==> config.mk <==
export PLATFORM = sky130hd
export DESIGN_NAME = seven_seg_digit_driver
export DESIGN_NICKNAME = d
export VERILOG_FILES = /design/src/rtl/seven_seg_digit_driver.sv
export SDC_FILE = /design/constraint.sdc
export NUM_CORES = 1
export LEC_CHECK = 0
export CORE_MARGIN = 5
export CORE_UTILIZATION = 30
export DETAILED_ROUTE_END_ITERATION = 6
export HOLD_SLACK_MARGIN = 0.08
export PLACE_DENSITY = 0.59
export REMOVE_ABC_BUFFERS = 1
export SETUP_SLACK_MARGIN = 0.1
export SYNTH_ARGS = -nofsm -noshare
export SYNTH_HDL_FRONTEND = slang
export SYNTH_SLANG_ARGS = --single-unit
==> constraint.sdc <==
create_clock -name clk -period 6.9 [get_ports clk]
set_clock_uncertainty 0.1 [all_clocks]
set_input_delay 1.035 -clock clk [delete_from_list [all_inputs] [get_ports clk]]
set_output_delay 1.035 -clock clk [all_outputs]
set_load 0.05 [all_outputs]
==> src/rtl/seven_seg_digit_driver.sv <==
// Four-digit multiplexed seven-segment driver: prescaled scan, double-buffered hex value and DPs.
// Optional LEADING_ZERO_BLANK_EN darkens digits left of the most significant nonzero nibble.
module seven_seg_digit_driver #(
    parameter int unsigned DIV_MAX   = 99999,
    parameter int unsigned DIV_WIDTH = 17
) (
    input  logic        clk,
    input  logic        reset,
    input  logic        load,
    input  logic [15:0] value_in,
    input  logic [3:0]  dp_in,
    input  logic        enable,
    output logic        pending,
    output logic [3:0]  anode,
    output logic [6:0]  seg,
    output logic        dp
);

    localparam logic [DIV_WIDTH-1:0] DivMax = DIV_WIDTH'(DIV_MAX);

    logic [DIV_WIDTH-1:0] prescaler_q, prescaler_d;
    logic [1:0]           idx_q, idx_d;
    logic [15:0]          value_q, value_d, buf_value_q, buf_value_d;
    logic [3:0]           dp_act_q, dp_act_d, buf_dp_q, buf_dp_d;
    logic                 pend_q, pend_d;
    logic [3:0]           anode_q, anode_d;
    logic [6:0]           seg_q, seg_d;
    logic                 dp_q, dp_d;
    logic                 tick, commit, blank;
    logic [3:0]           nibble;

    function automatic logic [6:0] hex_to_seg(input logic [3:0] h);
        logic [6:0] s;
        s = 7'h7F;
        case (h)
            4'h0: s = 7'h40;
            4'h1: s = 7'h79;
            4'h2: s = 7'h24;
            4'h3: s = 7'h30;
            4'h4: s = 7'h19;
            4'h5: s = 7'h12;
            4'h6: s = 7'h02;
            4'h7: s = 7'h78;
            4'h8: s = 7'h00;
            4'h9: s = 7'h10;
            4'hA: s = 7'h08;
            4'hB: s = 7'h03;
            4'hC: s = 7'h46;
            4'hD: s = 7'h21;
            4'hE: s = 7'h06;
            4'hF: s = 7'h0E;
            default: s = 7'h7F;
        endcase
        return s;
    endfunction

    always_comb begin
        tick        = (prescaler_q == DivMax);
        prescaler_d = tick ? '0 : prescaler_q + 1'b1;
        idx_d       = tick ? idx_q + 2'd1 : idx_q;
        // Commit only at the frame wrap so a frame never mixes old and new digits.
        commit      = tick && (idx_q == 2'd3) && pend_q;
        value_d     = commit ? buf_value_q : value_q;
        dp_act_d    = commit ? buf_dp_q : dp_act_q;
        buf_value_d = load ? value_in : buf_value_q;
        buf_dp_d    = load ? dp_in : buf_dp_q;
        pend_d      = load ? 1'b1 : (commit ? 1'b0 : pend_q);
    end

    // Outputs are decoded from next-state index/value so anode and cathodes move together.
    always_comb begin
        nibble = 4'h0;
        blank  = 1'b0;
        case (idx_d)
            2'd0: nibble = value_d[15:12];
            2'd1: nibble = value_d[11:8];
            2'd2: nibble = value_d[7:4];
            2'd3: nibble = value_d[3:0];
            default: nibble = 4'h0;
        endcase
`ifdef LEADING_ZERO_BLANK_EN
        case (idx_d)
            2'd0: blank = (value_d[15:12] == 4'h0);
            2'd1: blank = (value_d[15:8] == 8'h00);
            2'd2: blank = (value_d[15:4] == 12'h000);
            default: blank = 1'b0;
        endcase
`endif
        anode_d = (enable && !blank) ? ~(4'b0001 << idx_d) : 4'b1111;
        seg_d   = hex_to_seg(nibble);
        dp_d    = ~dp_act_d[idx_d];
    end

    always_ff @(posedge clk) begin
        if (reset) begin
            prescaler_q <= '0;
            idx_q       <= 2'd0;
            value_q     <= 16'h0000;
            dp_act_q    <= 4'b0000;
            buf_value_q <= 16'h0000;
            buf_dp_q    <= 4'b0000;
            pend_q      <= 1'b0;
            anode_q     <= 4'b1110;
            seg_q       <= 7'h40;
            dp_q        <= 1'b1;
        end else begin
            prescaler_q <= prescaler_d;
            idx_q       <= idx_d;
            value_q     <= value_d;
            dp_act_q    <= dp_act_d;
            buf_value_q <= buf_value_d;
            buf_dp_q    <= buf_dp_d;
            pend_q      <= pend_d;
            anode_q     <= anode_d;
            seg_q       <= seg_d;
            dp_q        <= dp_d;
        end
    end

    assign pending = pend_q;
    assign anode   = anode_q;
    assign seg     = seg_q;
    assign dp      = dp_q;

endmodule

==> results.tsv <==
metric	value	unit
status	finished clean	
warnings from Yosys	0	
Hold Path Sink	prescaler_q[0]	
Worst slew margin	0.476	
GPL Wtd Cong	0.702	
Mapped Area	0.00306	mm²
CTS Sinks	72	
internal power	0.661	mW
Post-Synthesis Cells	299	
Yosys cell types	44	
Combinational Power Share	0.049	
average cell area after synthesis	10.2	µm²
Worst EP required	7.04	ns
Chip Height	111	µm
clk slew on worst S/H paths	0.08	ns
Final WS setup	3.22	ns
clk_lat worst skew	0.35	ns
WL/cell	12.5	µm
Finished Cell Area	0.00373	mm²
Post-synth EDFFs	0	
Die ar.	0.0123	mm²
share of post-route cells with drive strength above 1	0.0979	
DP Area	0.00350	mm²
# IOs	37	
register bit total from synthesis	72	
worst min-delay path category	register to register	
Leak	1.44	nW
Routed Antenna Nets	0	
Seq pwr share	0.505	
Synth async-reset ratio	0	
Die X-Extent	111	µm
first-pass GRT wire length	10000	µm
hold depth	1	
CTS Buffer Depth	2	
Total Routing Usage GR	0.0997	
Fmax achieved	272	MHz
vias per cell	4.60	
Seq/Total Area, Yosys	0.471	
CTS Root Cell	clkbuf_8	
flop2flop setup slack	3.22	ns
Num CTS Buffers	9	
worst-margin pin slew	0.784	ns
IO Port Bufs	36	
nets	364	
largest net degree at the start of global routing	54	
Power Dens Cells	228	mW/mm²
detailed placer's ending HPWL	3870	µm
cell count of the worst reg-to-reg path	11	
Critical Path AT	3.82	ns
minimum clock period	3.68	ns
Crit Path Max Fanout	22	
dpl cells	454	
Overflow after GRT	0	
Sw Share	0.224	
CTS tree	built	
CTS hold repair buffers	0	
type of the worst setup path	register to register	
initial antenna violation count	0	
Hold Crit Start	prescaler_q[0]	
1st-iter DRT viols	77	
VDD IR max	0.109	mV
initial core utilization	0.310	
DP Worst Slack	3.21	ns
Design Power	0.852	mW
pins over their slew limit	0	
Setup Buffers After CTS	0	
DRT Pass-1 Iters	4	
maxcap violations	0	
FF-to-FF Start	prescaler_q[0]	
Switch Pwr	0.191	mW
RSZ-0062 raised after global routing	no	
Core Footprint	0.00986	mm²
Reg2Reg Capture Point	seg[6]	
Critical Path End Type	register	
final setup vio count	0	
startpoint types	register	
Clk pwr share	0.446	
Post-Layout Cell Count	470	
Post-route DRC	0	
Total Wirelength	5880	µm
Area Growth Syn to Fin	21.9	%
CTS H-tree lvls	3	
final setup TNS	0	ns
Tcrit/Tclk final	0.534	
row cnt	36	
vias in the first global route	2108	
diode count	0	
Synth Flop Type	dfxtp_1	
Final Hold Violating Endpoints	0	
# resized after CTS	0	
vias	2162	
==> stage by stage <==
step	utilization	hold slack, ns
2_1_floorplan	-	0.326
3_3_place_gp	0.355	0.340
3_5_place_dp	0.355	0.361
4_1_cts	0.378	0.379
5_1_grt	0.378	0.408
6_report	0.378	0.368
==> area by class of cell <==
type,instances,area [µm²]
multi-input combinational,205,1500
inverter,6,22.5
clock inverter,6,90.1
tap,133,166
clock buffer,10,138
fill,998,6130
sequential,72,1440
timing repair buffer,38,370
==> logic make-up after synthesis <==
kind of cell,share of synthesized area
xor+xnor,0.0490
fa+ha+maj,0.0327
flops,0.471
simple gates,0.171
compound gates,0.0384
mux,0.199
buf+inv,0.0384
==> worst max-delay path, cell delays in order, from the launching register on <==
cell	delay (ns)
dfxtp_1	0.37
ha_1	0.24
and4_2	0.29
nand4_4	0.18
nor2_4	0.67
mux2i_1	0.21
mux2_2	0.31
o21ai_2	0.25
inv_1	0.13
ha_1	0.23
mux2_1	0.29
a211o_1	0.29
==> registers in the layout, indices dropped and copies added, names as in the netlist <==
register / flops
pending: 1
buf_dp_q: 4
anode: 4
value_q: 16
dp_act_q: 4
dp: 1
prescaler_q: 17
idx_q: 2
buf_value_q: 16
seg: 7
==> Yosys cell counts, drive strengths merged (2+ instances only) <==
cell	n	share of area
a211oi	3	0.0074
a21oi	4	0.0078
a22oi	2	0.0049
a31oi	2	0.0041
and3	2	0.0041
buf	8	0.021
clkbuf	8	0.0098
dfxtp	72	0.47
ha	8	0.033
inv	6	0.0074
mux2	7	0.028
mux2i	52	0.17
nand2	9	0.011
nand3	9	0.015
nand3b	3	0.0074
nand4	4	0.013
nor2	66	0.083
nor3	3	0.0049
o21ai	3	0.0061
or3	2	0.0041
xnor2	3	0.0086
xor2	12	0.040
==> worst max-delay path by stage <==
stage	slack, ns	end	depth (start not counted)	start
after detailed placement	3.21	seg[6]	11	prescaler_q[0]
after CTS	3.20	seg[6]	11	prescaler_q[0]
after floorplan	3.59	seg[6]	11	prescaler_q[0]
after global routing	2.98	seg[6]	11	prescaler_q[0]
final	3.22	seg[6]	11	prescaler_q[0]
after global placement	3.32	seg[6]	11	prescaler_q[0]
==> cells in the final DEF, fill, tap and decap left out, types with 3 or more instances in the layout <==
master / synthesis / routed
nor2_1: 65 / 65
nor3_1: 3 / 3
nand3_1: 9 / 9
mux2i_1: 51 / 51
a21oi_1: 3 / 3
a211oi_1: 3 / 3
xnor2_1: 3 / 3
xor2_1: 11 / 11
nand3b_1: 3 / 3
nand4_1: 3 / 3
clkbuf_8: 0 / 10
mux2_2: 3 / 3
clkdlybuf4s50_1: 0 / 35
nand2_1: 9 / 9
ha_1: 8 / 8
dfxtp_1: 72 / 72
inv_1: 6 / 6
==> power groups by stage <==
| stage | Clock, mW | Sequential [mW] | Combinational, mW |
|---|---|---|---|
| global placement | 0 | 0.440 | 0.0421 |
| CTS | 0.392 | 0.430 | 0.0427 |
| finish | 0.380 | 0.430 | 0.0418 |
| floorplan | 0 | 0.441 | 0.0143 |
| global route | 0.416 | 0.431 | 0.0462 |
| detailed placement | 0 | 0.440 | 0.0426 |
==> metal layers <==
metal	track usage	share of wire	vias up
li1	-	-	1081
met1	0.127	0.49	1022
met2	0.155	0.46	52
met3	0.0300	0.044	7
met4	0.0438	0.012	0
met5	0	0	-
Power figures use the tool's default switching activity.
